File: config.mk
export PLATFORM = sky130hd
export DESIGN_NAME = fifo_flat
export DESIGN_NICKNAME = d
export VERILOG_FILES = /design/src/rtl/fifo_if.sv /design/src/rtl/fifo.sv /design/src/flat_wrapper.sv
export SDC_FILE = /design/constraint.sdc
export NUM_CORES = 1
export LEC_CHECK = 0
export BUFFER_PORTS_ARGS = -buffer_cell sky130_fd_sc_hd__buf_2
export CAP_MARGIN = 20
export CORE_MARGIN = 1.5
export CORE_UTILIZATION = 30
export DETAILED_ROUTE_END_ITERATION = 10
export PLACE_DENSITY = 0.56
export RECOVER_POWER = 25
export SLEW_MARGIN = 20
export SYNTH_ARGS = -nofsm -noshare
export SYNTH_HDL_FRONTEND = slang
export SYNTH_SLANG_ARGS = --single-unit
File: constraint.sdc
create_clock -name clk -period 3.5 [get_ports clk]
set_input_delay 0 -clock clk [delete_from_list [all_inputs] [get_ports clk]]
set_output_delay 0 -clock clk [all_outputs]
set_load 0.02 [all_outputs]
File: src/rtl/fifo_if.sv
// Producer/consumer handshake bundle for the single-clock FWFT FIFO.
// The producer/consumer side takes the master modport; the FIFO takes the slave modport.
interface fifo_if #(
  parameter int DSIZE = 8
);
  logic [DSIZE-1:0] wdata;
  logic             winc;
  logic             wfull;
  logic [DSIZE-1:0] rdata;
  logic             rinc;
  logic             rempty;

  modport master (
    output wdata, winc, rinc,
    input  wfull, rdata, rempty
  );

  modport slave (
    input  wdata, winc, rinc,
    output wfull, rdata, rempty
  );
endinterface

File: src/rtl/fifo.sv
// Single-clock first-word-fall-through FIFO, 2**ASIZE entries of DSIZE bits.
// Wrap-bit pointers tell full from empty; requests that would overflow or underflow are dropped.
module fifo #(
  parameter int DSIZE = 8,
  parameter int ASIZE = 3
) (
  input  logic  clk,
  input  logic  rst_n,
  fifo_if.slave bus
);
  localparam int DEPTH = 1 << ASIZE;

  logic [ASIZE:0]   wptr_r;
  logic [ASIZE:0]   rptr_r;
  logic [DSIZE-1:0] mem_r [DEPTH];
  logic             empty_s;
  logic             full_s;
  logic             wr_en_s;
  logic             rd_en_s;

  // Flags come straight from the registered pointers, so they match the pointers in the same cycle.
  always_comb begin
    empty_s = 1'b0;
    full_s  = 1'b0;
    wr_en_s = 1'b0;
    rd_en_s = 1'b0;
    if (wptr_r == rptr_r) begin
      empty_s = 1'b1;
    end else begin
      empty_s = 1'b0;
    end
    if ((wptr_r[ASIZE] != rptr_r[ASIZE]) &&
        (wptr_r[ASIZE-1:0] == rptr_r[ASIZE-1:0])) begin
      full_s = 1'b1;
    end else begin
      full_s = 1'b0;
    end
    wr_en_s = bus.winc && !full_s;
    rd_en_s = bus.rinc && !empty_s;
  end

  assign bus.wfull  = full_s;
  assign bus.rempty = empty_s;
  assign bus.rdata  = mem_r[rptr_r[ASIZE-1:0]];

  // Pointer update; reset discards stored words by realigning both pointers.
  always_ff @(posedge clk or negedge rst_n) begin
    if (!rst_n) begin
      wptr_r <= {(ASIZE+1){1'b0}};
      rptr_r <= {(ASIZE+1){1'b0}};
    end else begin
      if (wr_en_s) begin
        wptr_r <= wptr_r + {{ASIZE{1'b0}}, 1'b1};
      end else begin
        wptr_r <= wptr_r;
      end
      if (rd_en_s) begin
        rptr_r <= rptr_r + {{ASIZE{1'b0}}, 1'b1};
      end else begin
        rptr_r <= rptr_r;
      end
    end
  end

  // Storage array is intentionally left uninitialised by reset.
  always_ff @(posedge clk) begin
    if (wr_en_s) begin
      mem_r[wptr_r[ASIZE-1:0]] <= bus.wdata;
    end
  end
endmodule

File: src/flat_wrapper.sv
// flat-port wrapper written by rule: the top's interface ports become plain ports
module fifo_flat 
#(
  parameter int DSIZE = 8,
  parameter int ASIZE = 3
)
  (clk, rst_n, bus_wdata, bus_winc, bus_rinc, bus_wfull, bus_rdata, bus_rempty);
  fifo_if #(.DSIZE(DSIZE)) bus_i ();
  input  logic clk;
  input  logic rst_n;
  input wire logic [$bits(bus_i.wdata)-1:0] bus_wdata;
  input wire logic [$bits(bus_i.winc)-1:0] bus_winc;
  input wire logic [$bits(bus_i.rinc)-1:0] bus_rinc;
  output wire logic [$bits(bus_i.wfull)-1:0] bus_wfull;
  output wire logic [$bits(bus_i.rdata)-1:0] bus_rdata;
  output wire logic [$bits(bus_i.rempty)-1:0] bus_rempty;
  assign bus_i.wdata = bus_wdata;
  assign bus_i.winc = bus_winc;
  assign bus_i.rinc = bus_rinc;
  assign bus_wfull = bus_i.wfull;
  assign bus_rdata = bus_i.rdata;
  assign bus_rempty = bus_i.rempty;
  fifo #(.DSIZE(DSIZE), .ASIZE(ASIZE)) u_core (.clk(clk), .rst_n(rst_n), .bus(bus_i));
endmodule
==> out/results.txt <==
Final ANT Viol Nets = 0
Mux cell area share after synthesis = 0.1720
Commonest non-fill, non-tap cells in the layout = edfxtp_1 (64), buf_2 (16), dlygate4sd3_1 (11)
Gpl congestion = 0.6911
Share of post-route cells with drive strength above 1 = 0.3434
Final setup vio count = 0
Clock Pin Slew Worst Setup and Hold Paths = 0.08 ns
Via/cell ratio = 4.659
Synthesized-area fraction occupied by xor and xnor cells = 0.04239
Peak VDD IR = 0.2552 mV
Post-synthesis cell count = 149
Antenna cells = 0
Total Routing Usage GR = 0.1163
Overflow after GRT = 0
Initial Util = 0.3128
Critical Path RT = 3.46 ns
TritonCTS buffer count = 9
Async S/R FF share, synth = 0.1111
Post-synth EDFFs = 64
CTS tree = done
Startpoint types = flip-flop
Port Buf Inserts = 21
IO Pins = 22
Hold buffer count at cts = 11
Post-DR wirelength/cell = 17.65 µm
H-tree depth = 3
CP Data Arrival Time = 2.46 ns
Detailed placement HPWL = 3.678 mm
Fin area = 3691 µm²
Final-report max-slew violation count = 0
Syn nets = 163
Setup CP Type = reg2reg
P per Cell Area = 834.1 nW/µm²
Fin crit share = 0.7130
Post-synthesis adder-cell area fraction = 0.008074
Largest net degree at the start of global routing = 21
Clk_lat worst skew = 0.34 ns
Vias in the first global route = 1,569
Die ar. = 10,950 µm²
Placed cell areas = 3415 µm²
Initial DRC count = 89
Core area = 9910 µm²
Clock Sinks = 72
Die Width = 104.6 µm
Initial antenna violation count = 0
Layout net count = 207
DR vias = 1,542
Min-delay worst type = in2async
Complex-gate fraction of the synthesized area = 0.02826
Yosys cell types = 28
Commonest non-fill, non-tap cell in the layout = edfxtp_1
DRT Pass-1 Iters = 4
LEAKAGE = 1.252 nW
Rel. slew slack = 0.3431
Cell Area, Synth = 3099 µm²
TNS Setup = 0 ns
Max Fclk = 0.4007 GHz
Remaining DRCs = 0
Max Root-Sink Buffers = 2
Resized Gates After CTS = 0
Area Overhead vs Synth = 19.10%
Worst Setup End Kind = flip-flop
Die Ht = 104.6 µm
Launching point of the worst reg2reg path = u_core.wptr_r[2]
Sequential area share after synthesis = 0.6847
Row Count = 36
First-pass GRT wire length = 9.287 mm
MaxCap Viol Count = 0
Post-CTS setup buffers = 0
RSZ-0062 raised after global routing = false
Outcome = completed
Synth Area in Simple Gates = 0.04158
Root Driver = clkbuf_8
Detailed Route WL = 5.841 mm
Worst slew pin tran = 0.9828 ns
Main combinational cell family by area after synthesis = multiplexers
Synth warn = 0
Syn avg cell area = 20.80 µm²
R2r setup slk = 1.00 ns
Ys flop type = edfxtp_1
FF+latch count, synth = 72
Crit path max fanout = 11
Min cycle time layout = 2.496 ns
Reg2Reg Capture Point = u_core.mem_r[3][2]
Cells on worst reg2reg path = 3
Total power draw = 3.079 mW
Final Hold Vio Count = 0
Skew final = 0.007239 ns
registers in the layout, indices dropped and copies added (netlist names):
| register | flops |
|---|---|
| u_core.mem_r | 64 |
| u_core.rptr_r | 4 |
| u_core.wptr_r | 4 |
cells by family after synthesis:
kind of cell	count (synthesis)
AND/OR/NAND/NOR	20
multiplexers	26
AO/OA/AOI/OAI	8
XOR/XNOR	12
buffers and inverters	9
flip-flops	72
adder cells (fa/ha/maj)	2
how the worst max path moves through the flow:
stage | startpoint | endpoint | slack, ns | depth (start not counted)
after floorplan | u_core.wptr_r[1] | u_core.mem_r[4][0] | 1.08 | 4
after global placement | u_core.wptr_r[2] | u_core.mem_r[3][7] | 1.07 | 3
after detailed placement | u_core.wptr_r[2] | u_core.mem_r[3][7] | 1.01 | 3
after CTS | u_core.wptr_r[2] | u_core.mem_r[3][2] | 0.95 | 3
after global routing | u_core.wptr_r[2] | u_core.mem_r[3][2] | 0.80 | 3
final | u_core.wptr_r[2] | u_core.mem_r[3][2] | 1.00 | 3
routing by layer:
layer / wire length (µm) / up-vias / GRT usage
li1: - / 714 / -
met1: 2994 / 790 / 0.1648
met2: 2583 / 27 / 0.1673
met3: 154 / 11 / 0.02807
met4: 109 / 0 / 0.05577
met5: 0 / - / 0
stage by stage:
| step | util | hold slack [ns] | worst slack (ns) | cells |
|---|---|---|---|---|
| 3_5_place_dp | 0.3446 | -0.1395 | 1.009 | 304 |
| 6_report | 0.3725 | 0.1192 | 1.004 | 331 |
| 4_1_cts | 0.3731 | 0.02516 | 0.9531 | 331 |
| 5_1_grt | 0.3725 | 0.1614 | 0.8034 | 331 |
| 3_3_place_gp | 0.3446 | -0.1370 | 1.067 | 304 |
| 2_1_floorplan | - | -0.2956 | 1.082 | 149 |
layout make-up:
cell class                      count  area, µm²
Clock inverter                      6      45.04
Clock buffer                       10      127.6
Tap cell                          133      166.4
Sequential cell                    72       2122
Fill cell                         953       6218
Inverter                            1      3.754
Timing Repair Buffer               41      276.5
Multi-Input combinational cell     68      949.7
cells in the mapped netlist, types with 2 or more instances:
cell      number  area (µm²)
nor4b_1        4       35.03
nand2_1        6       22.52
a41oi_1        2       17.52
mux2_2         2       22.52
nand4_1        2       12.51
mux4_2         7       157.7
xor2_1         5       43.79
dfrtp_1        8       200.2
edfxtp_1      64        1922
nor4_1         3       18.77
o311ai_0       2       17.52
mux4_1         9       236.5
nor2_1         2       7.510
xnor2_1        5       43.79
a311o_1        2       20.02
mux2_4         7       105.1
ha_1           2       25.02
o41ai_2        2       32.53
buf_2          5       25.02
buf_6          2       22.52
report_power, final:
part           switching (mW)  total [mW]  leakage [nW]  internal [mW]
Combinational           0.700        1.27         0.497          0.572
Clock                   0.319       0.578        0.0789          0.259
Sequential              0.123        1.23         0.676           1.11
worst max-delay path, stage by stage, from the launching register on:
cell and delay (ns):
dfrtp_1 0.63, xor2_1 0.43, nor4_4 0.18, nor4b_2 0.88
Note: power is estimated with default switching activity, not from simulation.
